**src/rtl/axi_10g_ethernet_0_tcp_pkg.sv**
```systemverilog
// Shared definitions for the TCP TX egress arbiter.
//   arb_state_t  : arbiter FSM states
//   AXIS_DATA_W  : MAC-side AXI4-Stream data width
//   ABORT_TKEEP  : byte enables driven on the single aborted beat
package axi_10g_ethernet_0_tcp_pkg;

    typedef enum logic [2:0] {
        ST_IDLE,
        ST_LINK,
        ST_USER,
        ST_ABORT,
        ST_FLUSH
    } arb_state_t;

    localparam int unsigned AXIS_DATA_W = 64;
    localparam logic [7:0]  ABORT_TKEEP = 8'h01;

endpackage

```
**src/rtl/axi_10g_ethernet_0_tcp_tx_watchdog.sv**
```systemverilog
// Per-frame stall watchdog.
//   clk, rst : clock, asynchronous active-high reset
//   enable   : a frame (or flush) is in progress
//   restart  : clear the count (beat accepted or not enabled)
//   stall    : source presented no valid beat this cycle
//   expire   : combinational; high on the TIMEOUT_CYCLES-th stalled cycle
// Cycles with neither stall nor restart leave the count unchanged, so
// downstream backpressure never advances the timeout.
module axi_10g_ethernet_0_tcp_tx_watchdog #(
    parameter int unsigned TIMEOUT_CYCLES = 1024
) (
    input  logic clk,
    input  logic rst,
    input  logic enable,
    input  logic restart,
    input  logic stall,
    output logic expire
);

    localparam int unsigned W = $clog2(TIMEOUT_CYCLES + 1);
    localparam logic [W-1:0] LAST = W'(TIMEOUT_CYCLES - 1);

    logic [W-1:0] count;

    always_ff @(posedge clk or posedge rst) begin
        if (rst) begin
            count <= '0;
        end else if (restart) begin
            count <= '0;
        end else if (enable && stall) begin
            count <= count + W'(1);
        end
    end

    assign expire = enable && stall && !restart && (count == LAST);

endmodule

```
**src/rtl/axi_10g_ethernet_0_tcp_tx_arbiter.sv**
```systemverilog
// Frame-granular arbiter merging the TCP link-control and user-data
// AXI4-Stream paths onto the 64-bit MAC TX stream.
//   aclk, areset          : clock, asynchronous active-high reset
//   link_* / user_*       : source streams plus frame-pending requests
//   m_*                   : merged stream toward the MAC (m_tuser = abort)
//   link_sent, user_sent  : pulse after a frame's tlast is accepted
//   abort_pulse           : pulse on entry to the abort state
//   busy                  : FSM not idle
//   *_cnt                 : wrapping frame / abort statistics
// Link frames win arbitration until LINK_BURST_MAX consecutive link grants
// have been made with user data waiting. The data path is a pure mux.
module axi_10g_ethernet_0_tcp_tx_arbiter
    import axi_10g_ethernet_0_tcp_pkg::*;
#(
    parameter int unsigned LINK_BURST_MAX = 4,
    parameter int unsigned TIMEOUT_CYCLES = 1024,
    parameter int unsigned CNT_WIDTH      = 32
) (
    input  logic                   aclk,
    input  logic                   areset,
    input  logic                   link_req,
    input  logic [AXIS_DATA_W-1:0] link_tdata,
    input  logic [7:0]             link_tkeep,
    input  logic                   link_tvalid,
    input  logic                   link_tlast,
    output logic                   link_tready,
    input  logic                   user_req,
    input  logic [AXIS_DATA_W-1:0] user_tdata,
    input  logic [7:0]             user_tkeep,
    input  logic                   user_tvalid,
    input  logic                   user_tlast,
    output logic                   user_tready,
    output logic [AXIS_DATA_W-1:0] m_tdata,
    output logic [7:0]             m_tkeep,
    output logic                   m_tvalid,
    output logic                   m_tlast,
    output logic                   m_tuser,
    input  logic                   m_tready,
    output logic                   link_sent,
    output logic                   user_sent,
    output logic                   abort_pulse,
    output logic                   busy,
    output logic [CNT_WIDTH-1:0]   link_frame_cnt,
    output logic [CNT_WIDTH-1:0]   user_frame_cnt,
    output logic [CNT_WIDTH-1:0]   abort_cnt
);

    localparam logic [7:0] BURST_MAX = 8'(LINK_BURST_MAX);

    arb_state_t state, state_nxt;
    logic [7:0] streak;
    logic       flush_user;   // source being drained in FLUSH is user
    logic       beat_acc;
    logic       wd_enable, wd_stall, wd_restart, wd_expire;

    assign busy       = (state != ST_IDLE);
    assign wd_enable  = (state == ST_LINK) || (state == ST_USER) || (state == ST_FLUSH);
    assign wd_restart = !wd_enable || beat_acc;

    axi_10g_ethernet_0_tcp_tx_watchdog #(
        .TIMEOUT_CYCLES(TIMEOUT_CYCLES)
    ) u_watchdog (
        .clk    (aclk),
        .rst    (areset),
        .enable (wd_enable),
        .restart(wd_restart),
        .stall  (wd_stall),
        .expire (wd_expire)
    );

    always_comb begin
        state_nxt   = state;
        m_tdata     = '0;
        m_tkeep     = '0;
        m_tvalid    = 1'b0;
        m_tlast     = 1'b0;
        m_tuser     = 1'b0;
        link_tready = 1'b0;
        user_tready = 1'b0;
        beat_acc    = 1'b0;
        wd_stall    = 1'b0;
        case (state)
            ST_IDLE: begin
                if (link_req && (!user_req || streak < BURST_MAX)) begin
                    state_nxt = ST_LINK;
                end else if (user_req) begin
                    state_nxt = ST_USER;
                end
            end
            ST_LINK: begin
                m_tdata     = link_tdata;
                m_tkeep     = link_tkeep;
                m_tvalid    = link_tvalid;
                m_tlast     = link_tlast;
                link_tready = m_tready;
                beat_acc    = link_tvalid && m_tready;
                wd_stall    = !link_tvalid;
                if (beat_acc && link_tlast) begin
                    state_nxt = ST_IDLE;
                end else if (wd_expire) begin
                    state_nxt = ST_ABORT;
                end
            end
            ST_USER: begin
                m_tdata     = user_tdata;
                m_tkeep     = user_tkeep;
                m_tvalid    = user_tvalid;
                m_tlast     = user_tlast;
                user_tready = m_tready;
                beat_acc    = user_tvalid && m_tready;
                wd_stall    = !user_tvalid;
                if (beat_acc && user_tlast) begin
                    state_nxt = ST_IDLE;
                end else if (wd_expire) begin
                    state_nxt = ST_ABORT;
                end
            end
            ST_ABORT: begin
                m_tvalid = 1'b1;
                m_tlast  = 1'b1;
                m_tuser  = 1'b1;
                m_tkeep  = ABORT_TKEEP;
                if (m_tready) begin
                    state_nxt = ST_FLUSH;
                end
            end
            ST_FLUSH: begin
                // Beats of the aborted source are swallowed without reaching the MAC.
                if (flush_user) begin
                    user_tready = 1'b1;
                    beat_acc    = user_tvalid;
                    wd_stall    = !user_tvalid;
                    if (user_tvalid && user_tlast) state_nxt = ST_IDLE;
                end else begin
                    link_tready = 1'b1;
                    beat_acc    = link_tvalid;
                    wd_stall    = !link_tvalid;
                    if (link_tvalid && link_tlast) state_nxt = ST_IDLE;
                end
                if (wd_expire) begin
                    state_nxt = ST_IDLE;
                end
            end
            default: state_nxt = ST_IDLE;
        endcase
    end

    always_ff @(posedge aclk or posedge areset) begin
        if (areset) begin
            state          <= ST_IDLE;
            streak         <= '0;
            flush_user     <= 1'b0;
            link_sent      <= 1'b0;
            user_sent      <= 1'b0;
            abort_pulse    <= 1'b0;
            link_frame_cnt <= '0;
            user_frame_cnt <= '0;
            abort_cnt      <= '0;
        end else begin
            state       <= state_nxt;
            link_sent   <= (state == ST_LINK) && (state_nxt == ST_IDLE);
            user_sent   <= (state == ST_USER) && (state_nxt == ST_IDLE);
            abort_pulse <= (state != ST_ABORT) && (state_nxt == ST_ABORT);

            if ((state == ST_IDLE) && (state_nxt == ST_LINK)) begin
                if (!user_req) begin
                    streak <= '0;
                end else if (streak != 8'hFF) begin
                    streak <= streak + 8'd1;
                end
            end
            if ((state == ST_IDLE) && (state_nxt == ST_USER)) begin
                streak <= '0;
            end

            if ((state == ST_LINK) && (state_nxt == ST_IDLE)) begin
                link_frame_cnt <= link_frame_cnt + CNT_WIDTH'(1);
            end
            if ((state == ST_USER) && (state_nxt == ST_IDLE)) begin
                user_frame_cnt <= user_frame_cnt + CNT_WIDTH'(1);
            end
            if ((state != ST_ABORT) && (state_nxt == ST_ABORT)) begin
                flush_user <= (state == ST_USER);
                abort_cnt  <= abort_cnt + CNT_WIDTH'(1);
            end
        end
    end

endmodule

```
**config.mk**
```make
export PLATFORM = sky130hd
export DESIGN_NAME = axi_10g_ethernet_0_tcp_tx_arbiter
export DESIGN_NICKNAME = d
export VERILOG_FILES = /design/src/rtl/axi_10g_ethernet_0_tcp_pkg.sv /design/src/rtl/axi_10g_ethernet_0_tcp_tx_watchdog.sv /design/src/rtl/axi_10g_ethernet_0_tcp_tx_arbiter.sv
export SDC_FILE = /design/constraint.sdc
export NUM_CORES = 1
export LEC_CHECK = 0
export ABC_AREA = 1
export BUFFER_PORTS_ARGS = -buffer_cell sky130_fd_sc_hd__buf_2
export CORE_ASPECT_RATIO = 1.1
export CORE_UTILIZATION = 35
export CTS_CLUSTER_DIAMETER = 200
export CTS_CLUSTER_SIZE = 40
export DETAILED_ROUTE_END_ITERATION = 6
export PLACE_DENSITY = 0.66
export SLEW_MARGIN = 20
export SYNTH_ARGS = -nofsm -noshare
export SYNTH_HDL_FRONTEND = slang
export SYNTH_SLANG_ARGS = --single-unit
```
**constraint.sdc**
```tcl
create_clock -name aclk -period 8.2 [get_ports aclk]
set_input_delay 0.41 -clock aclk [delete_from_list [all_inputs] [get_ports aclk]]
set_output_delay 0.41 -clock aclk [all_outputs]
set_load 0.01 [all_outputs]
```
Yosys cells after proc, flatten, opt, wreduce, memory -nomap -nowiden:

Index checks and enable logic that the tools add are counted.

* flip-flop bits (word level): 122
* bits in latches: 0
* memory bits (writable): 0
* ROM bits: 0
* input bits: 153
* output and inout port bits: 177
* memories: 0

* add/sub/neg operators: 5
* multiply operators: 0
* div/mod/pow operators: 0
* order comparisons: 1
* equal/unequal tests: 11
* shift operators: 0
* mux-type cells: 30
* bitwise operators: 0
* reductions and logical operators: 30

Operators with widths (count)
* 64-bit case mux with 2 select lines: 1
* 32-bit by 1-bit adder with 32-bit output (second input constant): 3
* 8-bit 2-to-1 mux: 4
* 3-bit 2-to-1 mux: 10
* 8-bit case mux with 3 select lines: 1
* 11-bit 2-to-1 mux: 2
* 1-bit logical AND: 15
* 3-bit case mux with 5 select lines: 1
* 3-bit by 2-bit == test with 1-bit output (second input constant): 4
* 1-bit case mux with 3 select lines: 4
* 11-bit by 1-bit adder with 11-bit output (second input constant): 1
* 11-bit by 10-bit == test with 1-bit output (second input constant): 1
* 8-bit by 1-bit adder with 8-bit output (second input constant): 1
* 8-bit by 3-bit less-than comparator with 1-bit output (second input constant): 1
* 8-bit != test (second input constant): 1
* 3-bit by 1-bit == test with 1-bit output (second input constant): 2
* 3-bit logical NOT: 2
* 1-bit logical NOT: 5
* 1-bit 2-to-1 mux: 5
* 1-bit logical OR: 4
* 1-bit case mux with 2 select lines: 2
* 2-bit nonzero test: 2
* 3-bit == test (second input constant): 1
* 3-bit by 1-bit != test with 1-bit output (second input constant): 1
* other kinds (3): 3

Longest topological paths before layout:

Gate-level depths: netlist (run 1).

* word-level depth: 15
* mapped depth: 16

Modules after synthesis:

A second synthesis (run 1) with hierarchy kept.

* cell total of the unflattened synthesis: 1241
* area, all modules: 8439.3 µm²

By module, submodules not included
* axi_10g_ethernet_0_tcp_tx_arbiter: instances 1, cells an instance 1150, area each 7798.7 µm², seq. area each 2777.7 µm²
* axi_10g_ethernet_0_tcp_tx_watchdog: instances 1, cells an instance 91, area each 640.6 µm², seq. area each 275.3 µm²

Worst setup path after synthesis (run 1):

No wires, ideal clock.

* path type: register to output
* start point: register state[2]
* end point: output m_tdata[10]
* arrival: 1630 ps
* slack: 6160 ps
* stages on the path, launching flop included: 7
* path buffers: 2
* cell sequence: dfrtp_1 nor2_2 nand2_1 clkinv_1 clkbuf_1 buf_1 a22o_1

* cells in the longest elaborated chain, start to end: 2

RTL lines
* start, declared: line axi_10g_ethernet_0_tcp_tx_arbiter.sv:50 `arb_state_t state, state_nxt;`
* start signal, assigned: line axi_10g_ethernet_0_tcp_tx_arbiter.sv:160 `state <= state_nxt;`
* 3-bit by 2-bit == test with 1-bit output / 3-bit by 1-bit == test with 1-bit output (equally long branches): line axi_10g_ethernet_0_tcp_tx_arbiter.sv:82 `case (state)`
* 64-bit case mux with 2 select lines *: line axi_10g_ethernet_0_tcp_tx_arbiter.sv:82
* end, declared: line axi_10g_ethernet_0_tcp_tx_arbiter.sv:33 `output logic [AXIS_DATA_W-1:0] m_tdata,`

Mark *: on every way between the ends. The rest lies on a longest branch, timed or not.

Worst setup path in the final report (run 1):

* start point: register state[1]
* end point: output m_tdata[6]

The elaborated chain is that of the path after synthesis.

==> results of run 1 <==
-- layout make-up --
cell class	count	area [µm²]	share of cell area, %
Clock buffer	19	442.9	4.142
Timing Repair Buffer	337	1707	15.96
Tap cell	300	375.4	3.510
Multi-Input combinational cell	885	4658	43.56
Inverter	76	289.0	2.703
Clock inverter	13	167.7	1.568
Sequential cell	122	3053	28.55
-- power breakdown --
group	leakage [nW]	internal, W	switching [W]	total [W]
Clock	0.294	0.000488	0.000302	0.000790
Sequential	1.68	0.000676	0.0000870	0.000763
Combinational	3.76	0.000426	0.000813	0.00124
-- cell usage after synthesis, types with 2 or more instances --
| cell | number | area [µm²] |
|---|---|---|
| sky130_fd_sc_hd__buf_6 | 2 | 22.52 |
| sky130_fd_sc_hd__nand3_1 | 32 | 160.2 |
| sky130_fd_sc_hd__inv_2 | 4 | 15.01 |
| sky130_fd_sc_hd__nand3_2 | 2 | 20.02 |
| sky130_fd_sc_hd__buf_4 | 6 | 45.04 |
| sky130_fd_sc_hd__nand2_2 | 2 | 12.51 |
| sky130_fd_sc_hd__dfrtp_1 | 122 | 3053 |
| sky130_fd_sc_hd__clkbuf_1 | 21 | 78.83 |
| sky130_fd_sc_hd__nor4_1 | 15 | 93.84 |
| sky130_fd_sc_hd__clkinv_1 | 2 | 7.510 |
| sky130_fd_sc_hd__xnor2_1 | 21 | 183.9 |
| sky130_fd_sc_hd__nor2_4 | 3 | 33.78 |
| sky130_fd_sc_hd__nor2_1 | 110 | 412.9 |
| sky130_fd_sc_hd__a21oi_1 | 10 | 50.05 |
| sky130_fd_sc_hd__nand4_1 | 89 | 556.8 |
| sky130_fd_sc_hd__o21ai_0 | 48 | 240.2 |
| sky130_fd_sc_hd__ha_1 | 5 | 62.56 |
| sky130_fd_sc_hd__nand2_1 | 371 | 1393 |
| sky130_fd_sc_hd__nor3_1 | 27 | 135.1 |
| sky130_fd_sc_hd__o22ai_1 | 3 | 18.77 |
| sky130_fd_sc_hd__buf_2 | 15 | 75.07 |
| sky130_fd_sc_hd__xor2_1 | 60 | 525.5 |
| sky130_fd_sc_hd__a22o_1 | 71 | 621.9 |
| sky130_fd_sc_hd__nand3b_1 | 6 | 45.04 |
| sky130_fd_sc_hd__buf_1 | 7 | 26.28 |
| sky130_fd_sc_hd__inv_1 | 70 | 262.8 |
-- metrics by stage --
| stage | total power, W | setup WS, ns | hold slack (ns) |
|---|---|---|---|
| floorplan | 0.001605 | 4.547 | 0.4547 |
| global placement | 0.002000 | 5.312 | 0.4814 |
| detailed placement | 0.002014 | 5.220 | 0.4863 |
| CTS | 0.002812 | 4.966 | 0.1643 |
| global route | 0.002969 | 4.778 | 0.1877 |
| finish | 0.002792 | 4.961 | 0.1296 |
-- per-layer routing --
layer,global-route usage (%),wire length [µm],up-vias
li1,-,-,4443
met2,36.38,12920,316
met5,0,0,-
met3,3.810,1582,29
met4,5.389,293,0
met1,29.61,11830,4302
-- worst min path at each step --
| stage | startpoint | to | slack (ns) | depth (start not counted) |
|---|---|---|---|---|
| 6_report | areset | abort_cnt[24] | 0.13 | 2 |
| 5_1_grt | areset | abort_cnt[24] | 0.19 | 2 |
| 4_1_cts | areset | abort_cnt[24] | 0.16 | 2 |
| 3_5_place_dp | u_watchdog.count[2] | u_watchdog.count[2] | 0.49 | 1 |
| 3_3_place_gp | streak[4] | streak[4] | 0.48 | 2 |
| 2_1_floorplan | u_watchdog.count[2] | u_watchdog.count[2] | 0.45 | 1 |
-- worst max-delay path, stage by stage (launching register included) --
cell and delay (ns):
sky130_fd_sc_hd__dfrtp_1 0.41, sky130_fd_sc_hd__inv_1 0.13, sky130_fd_sc_hd__nor2_2 0.08, sky130_fd_sc_hd__nand2_1 0.14
sky130_fd_sc_hd__clkinv_2 0.63, sky130_fd_sc_hd__buf_4 0.57, sky130_fd_sc_hd__a22o_1 0.26, sky130_fd_sc_hd__buf_2 0.13
-- sequential cells by signal, indices dropped and copies added, names as in the netlist --
name / flops
link_sent: 1
abort_cnt: 32
abort_pulse: 1
flush_user: 1
u_watchdog.count: 11
streak: 8
user_frame_cnt: 32
state: 3
link_frame_cnt: 32
user_sent: 1
-- cell families (layout without fill, tap and decap cells) --
logic type	after synthesis	after routing	synth area share, %
AND/OR/NAND/NOR	662	662	35.29
AO/OA/AOI/OAI	137	137	11.85
buffers and inverters	127	445	6.465
flip-flops	122	122	37.03
XOR/XNOR	81	81	8.605
adder cells (fa/ha/maj)	5	5	0.7588
==> qor.yml, run 1 <==
timing:
  layout_min_cycle_time_ns: 3.239
  finalCritPeriodShare_pct: 39.49
  rsz0062_at_grt: "no"
  final-max-slew-violation-count: 0
  slew_headroom_pct: 35.98
  clock.fmax_mhz: 308.8
  fin_tns_setup_ns: 0
  hold_violations: 0
  tightest_slew_ns: 0.9581
  final.setup_skew_ns: 0.01324
  setup_violations: 0
layout:
  final_cell_area_um2: 10690
  drive_gt1_share_pct: 26.58
  count_of_antenna_diodes_in_the_layout: 0
  final_net_count: 1597
  final_cell_utilization_of_the_core_pct: 46.48
  instances_no_fill: 1752
  layout_common_cells: "sky130_fd_sc_hd__nand2_1, sky130_fd_sc_hd__buf_2, sky130_fd_sc_hd__dfrtp_1"
  area.growth.synth_to_final_pct: 29.70
  number_of_fill_cells_in_the_layout: 2340
  layout_commonest_cell: "sky130_fd_sc_hd__nand2_1"
placement:
  placed_cells_incl_taps: 1720
  placedInstanceArea_um2: 10080
  dpl.hpwl_um: 19250
  port_buffers: 329
  gp_routability_congestion: 0.9045
clock_network:
  clkSlewWorstSetupHoldPaths_ns: 0.06
  cts_repair_resize_count: 0
  clk-insertion-delay-late_ns: 0.43
  cts_htree_levels: 4
  post-cts-setup-buffer-count: 0
  cts_inserted_buffers: 17
  cts_hold_repair.buffers: 0
  cts_tree: "done"
  clock_tree.buffer_depth: 2
  clock_tree.root_cell: "sky130_fd_sc_hd__clkbuf_16"
  numClockSinks: 122
detailed_routing:
  via_per_inst: 5.188
  post_drt_wl_per_cell_um: 15.20
  drt_iter0_drc: 441
  drt_first_pass_iters: 5
  finalWirelength_um: 26630
  route.detailed.drc: 0
  via_count: 9090
  drt.antenna.violating_nets: 0
grt:
  grt_max_degree: 68
  grt_pass1_vias: 8426
  groute.usage.overall_pct: 21.98
  grt_pass1_wl_um: 42640
  grt_antenna_before_repair: 0
  gr-total-overflow: 0
die:
  std_cell_rows: 58
  die-width_um: 148.3
  die_height_um: 163.0
  die_footprint_um2: 24170
  core_region_area_um2: 23000
  floorplan.initialDensity_pct: 35.84
  boundary_pins: 330
synthesis:
  synth_edf_count: 0
  mappedNetlistArea_um2: 8244
  seq_area_frac_synth_pct: 37.03
  syn_nets: 1292
  synthArstFlopShare_pct: 100.0
  synthCells: 1134
  ys_seq_elements: 122
  synth_warnings: 0
  synth_cell_types: 36
  synth.avg_cell_area_um2: 7.270
  ys_dominant_reg_cell: "sky130_fd_sc_hd__dfrtp_1"
worst_setup_path:
  r2r-end: "abort_cnt[26]"
  worst-r2r-setup-slack_ns: 5.24
  timing.critical_path.fanout_max: 56
  worst_r2r_startpoint: "state[1]"
  cp_data_arrival_time_ns: 2.83
  timing.critical_path.from: "state[1]"
  cp-endpoint: "m_tdata[6]"
  critPathCaptureType: "output port"
  worst_setup_path_start_kind: "register"
  timing_worst_setup_path_type: "reg -> out"
  worstRegToRegCells: 11
  worstPathRequired_ns: 7.79
worst_hold_path:
  hp-class: "in -> async"
power:
  power_density_nw_per_um2: 261.1
  leakagePower_nw: 5.733
  irDropWorstVdd_mv: 0.1603
flow_run:
  timing.max_cap.violations: 0
status:
  run_status: "finished, final reports clean"
Note: power is estimated with default switching activity, not from simulation.
==> run 2: changes to the inputs <==
Settings changed: PLACE_DENSITY 0.66 to 0.68.
Clock period 8.2 ns to 2.75 ns, I/O delays scaled along.
==> run 2 against run 1 <==
Combinational power rose to 3.1 times the previous value; total power grew to 2.9 times the previous value; critical path depth decreased by 1; cell count up 0.51%; sequential share of layout area shrank 0.18 points; first-iteration DRC count rose by 43%; die area unchanged; critical endpoint is now m_tdata[5]; largest cell class unchanged.
==> qor.yml, run 2 (synthesis results as in run 1) <==
power:
  irDropWorstVdd_mv: 0.6282  # was 0.1603 mV
  leakagePower_nw: 5.751  # was 5.733 nW
  switching_share_pct: 44.07  # was 43.04%
  pwr-share-comb_pct: 47.1  # was 44.4%
  power.net_switching_w: 0.003628  # was 0.001202 W
  power_density_nw_per_um2: 765.2  # was 261.1 nW/µm²
  proportion_of_power_drawn_by_the_clock_network_pct: 25.2  # was 28.3%
  power.sequential.fraction_pct: 27.7  # was 27.3%
  p_int_w: 0.004605  # was 0.001591 W
worst_setup_path:
  worst-r2r-setup-slack_ns: 0.38  # was 5.24 ns
  crit_slowest_cell: "sky130_fd_sc_hd__dfrtp_1"  # was sky130_fd_sc_hd__clkinv_2
  timing.critical_path.cells: "nor2_2 -> nand2_1 -> clkinv_2 -> buf_12 -> a22o_1 -> buf_2"  # was inv_1 -> nor2_2 -> nand2_1 -> clkinv_2 -> buf_4 -> a22o_1 -> buf_2
  timing_worst_setup_path_type: "reg -> out"  # unchanged
  worst_setup_path_start_kind: "register"  # unchanged
  timing.critical_path.fanout_max: 55  # was 56
  critPathCaptureType: "output port"  # unchanged
  cpPeakStageDelay_ns: 0.45  # was 0.63 ns
  cp_data_arrival_time_ns: 2.33  # was 2.83 ns
  worstPathRequired_ns: 2.61  # was 7.79 ns
layout:
  instances_no_fill: 1761  # was 1752
  reg_top3: "abort_cnt x32, link_frame_cnt x32, user_frame_cnt x32"  # unchanged
  area.sequential_um2: 3053  # unchanged
  multi_input_comb_area_um2: 4658  # unchanged
  number_of_fill_cells_in_the_layout: 2310  # was 2340
  drive_gt1_share_pct: 26.97  # was 26.58%
  layout_commonest_cell: "sky130_fd_sc_hd__nand2_1"  # unchanged
  final_cell_utilization_of_the_core_pct: 46.77  # was 46.48%
  final_net_count: 1606  # was 1597
  area.growth.synth_to_final_pct: 30.51  # was 29.70%
  count_of_antenna_diodes_in_the_layout: 0  # unchanged
  layout_common_cells: "sky130_fd_sc_hd__nand2_1, sky130_fd_sc_hd__buf_2, sky130_fd_sc_hd__dfrtp_1"  # unchanged
timing:
  rsz0062_at_grt: "no"  # unchanged
  tightest_slew_ns: 0.6375  # was 0.9581 ns
  final.setup_skew_ns: 0.01324  # about the same
  hold_violations: 0  # unchanged
  setup_violations: 0  # unchanged
  fin_tns_setup_ns: 0  # unchanged
  layout_min_cycle_time_ns: 2.465
  slew_headroom_pct: 57.41  # was 35.98%
  clock.fmax_mhz: 405.6
  final-max-slew-violation-count: 0  # unchanged
  finalCritPeriodShare_pct: 89.65
die:
  die_height_um: 163.0  # unchanged
  die_footprint_um2: 24170  # unchanged
  floorplan.initialDensity_pct: 35.84  # unchanged
  die-width_um: 148.3  # unchanged
  std_cell_rows: 58  # unchanged
  core_region_area_um2: 23000  # unchanged
  boundary_pins: 330  # unchanged
clock_network:
  cts_inserted_buffers: 17  # unchanged
  clk-insertion-delay-late_ns: 0.42  # was 0.43 ns
  numClockSinks: 122  # unchanged
  cts_tree: "done"  # unchanged
  clock_tree.root_cell: "sky130_fd_sc_hd__clkbuf_16"  # unchanged
  cts_htree_levels: 4  # unchanged
  clock_tree.buffer_depth: 2  # unchanged
  clkSlewWorstSetupHoldPaths_ns: 0.05  # was 0.06 ns
placement:
  port_buffers: 329  # unchanged
  gp_routability_congestion: 0.9024  # was 0.9045
  dpl.hpwl_um: 20490  # was 19250 µm
  placed_cells_incl_taps: 1728  # was 1720
worst_hold_path:
  hp-class: "in -> reg"  # was in -> async
grt:
  groute.usage.overall_pct: 22.68  # was 21.98%
  grt_max_degree: 107  # was 68
  grt_pass1_wl_um: 43320  # was 42640 µm
  grt_pass1_vias: 8325  # was 8426
  grt_antenna_before_repair: 2  # was 0
  gr-total-overflow: 0  # unchanged
detailed_routing:
  finalWirelength_um: 27680  # was 26630 µm
  drt_iter0_drc: 632  # was 441
  route.detailed.drc: 0  # unchanged
  drt_first_pass_iters: 5  # unchanged
  via_per_inst: 5.256  # was 5.188
  post_drt_wl_per_cell_um: 15.72  # was 15.20 µm
  drt.antenna.violating_nets: 0  # unchanged
  via_count: 9256  # was 9090
flow_run:
  timing.max_cap.violations: 0  # unchanged
status:
  run_status: "finished, final reports clean"  # unchanged
-- run 2: cell count changes in the layout (fill, tap and decap cells not counted) --
| cell | change |
|---|---|
| sky130_fd_sc_hd__clkbuf_8 | +2 |
| sky130_fd_sc_hd__clkinv_2 | +2 |
| sky130_fd_sc_hd__buf_4 | +3 |
| sky130_fd_sc_hd__inv_6 | -2 |
| sky130_fd_sc_hd__clkinv_4 | -4 |
| sky130_fd_sc_hd__buf_12 | +5 |
| sky130_fd_sc_hd__clkinvlp_4 | +6 |
| sky130_fd_sc_hd__inv_4 | -1 |
| sky130_fd_sc_hd__bufinv_16 | -3 |
| sky130_fd_sc_hd__dlygate4sd3_1 | +1 |
-- run 2: layout make-up --
| type | count | area share, % |
|---|---|---|
| sequential | 122 | 28.38 |
| clock inverter | 11 | 0.6745 |
| clock buffer | 21 | 4.373 |
| inverter | 76 | 2.698 |
| multi-input combinational | 885 | 43.30 |
| timing repair buffer | 346 | 17.09 |
| tap | 300 | 3.489 |
-- run 2: metrics by stage --
step | cell area [µm²] | total power, W | setup slack [ns] | hold slack, ns
final | 10760 | 0.008233 | 0.2845 | 0.04696
after global routing | 10760 | 0.008758 | 0.05245 | 0.05743
after CTS | 10760 | 0.008286 | 0.2684 | 0.03192
after detailed placement | 10210 | 0.006182 | 0.4205 | 0.2555
after global placement | 10210 | 0.006131 | 0.4692 | 0.2500
after floorplan | 8248 | 0.004786 | 0.8186 | 0.2979
-- run 2: repair_timing --
action	CTS	global route
buffers inserted	0	0
hold endpoints to repair	24	0
hold buffers	1	0
gates resized for setup	0	0
-- run 2: worst paths after layout --
check                           from                  to  cells past startpoint
setup / recovery            state[2]          m_tdata[5]                      6
hold / removal              user_req           streak[1]                      3
setup reg to reg            state[0]        abort_cnt[8]                     14
hold reg to reg            streak[3]           streak[3]                      2
max in group asynchronous     areset  link_frame_cnt[10]                      4
min in group asynchronous     areset           streak[6]                      3
-- run 2: layer usage --
layer	wire length (µm)	part of all wire [%]	GRT usage, %	vias to the layer above
li1	-	-	-	4456
met1	11920	43	29.71	4345
met2	13390	48	37.26	407
met3	1793	6.5	4.230	46
met4	564	2.0	7.966	2
met5	12	0.043	0	-
-- run 2: power by group through the flow --
stage,Combinational (W),Sequential (W),Clock [W]
2_1_floorplan,0.00247,0.00232,0
3_3_place_gp,0.00382,0.00231,0
3_5_place_dp,0.00387,0.00231,0
4_1_cts,0.00389,0.00228,0.00212
5_1_grt,0.00425,0.00231,0.00219
6_report,0.00388,0.00228,0.00207
-- run 2: worst max-delay path: cells and delay by family (launching register included) --
| family | cells | cell delay, ns |
|---|---|---|
| simple gates | 2 | 0.44 |
| buf+inv | 3 | 0.74 |
| flops | 1 | 0.45 |
| compound gates | 1 | 0.24 |
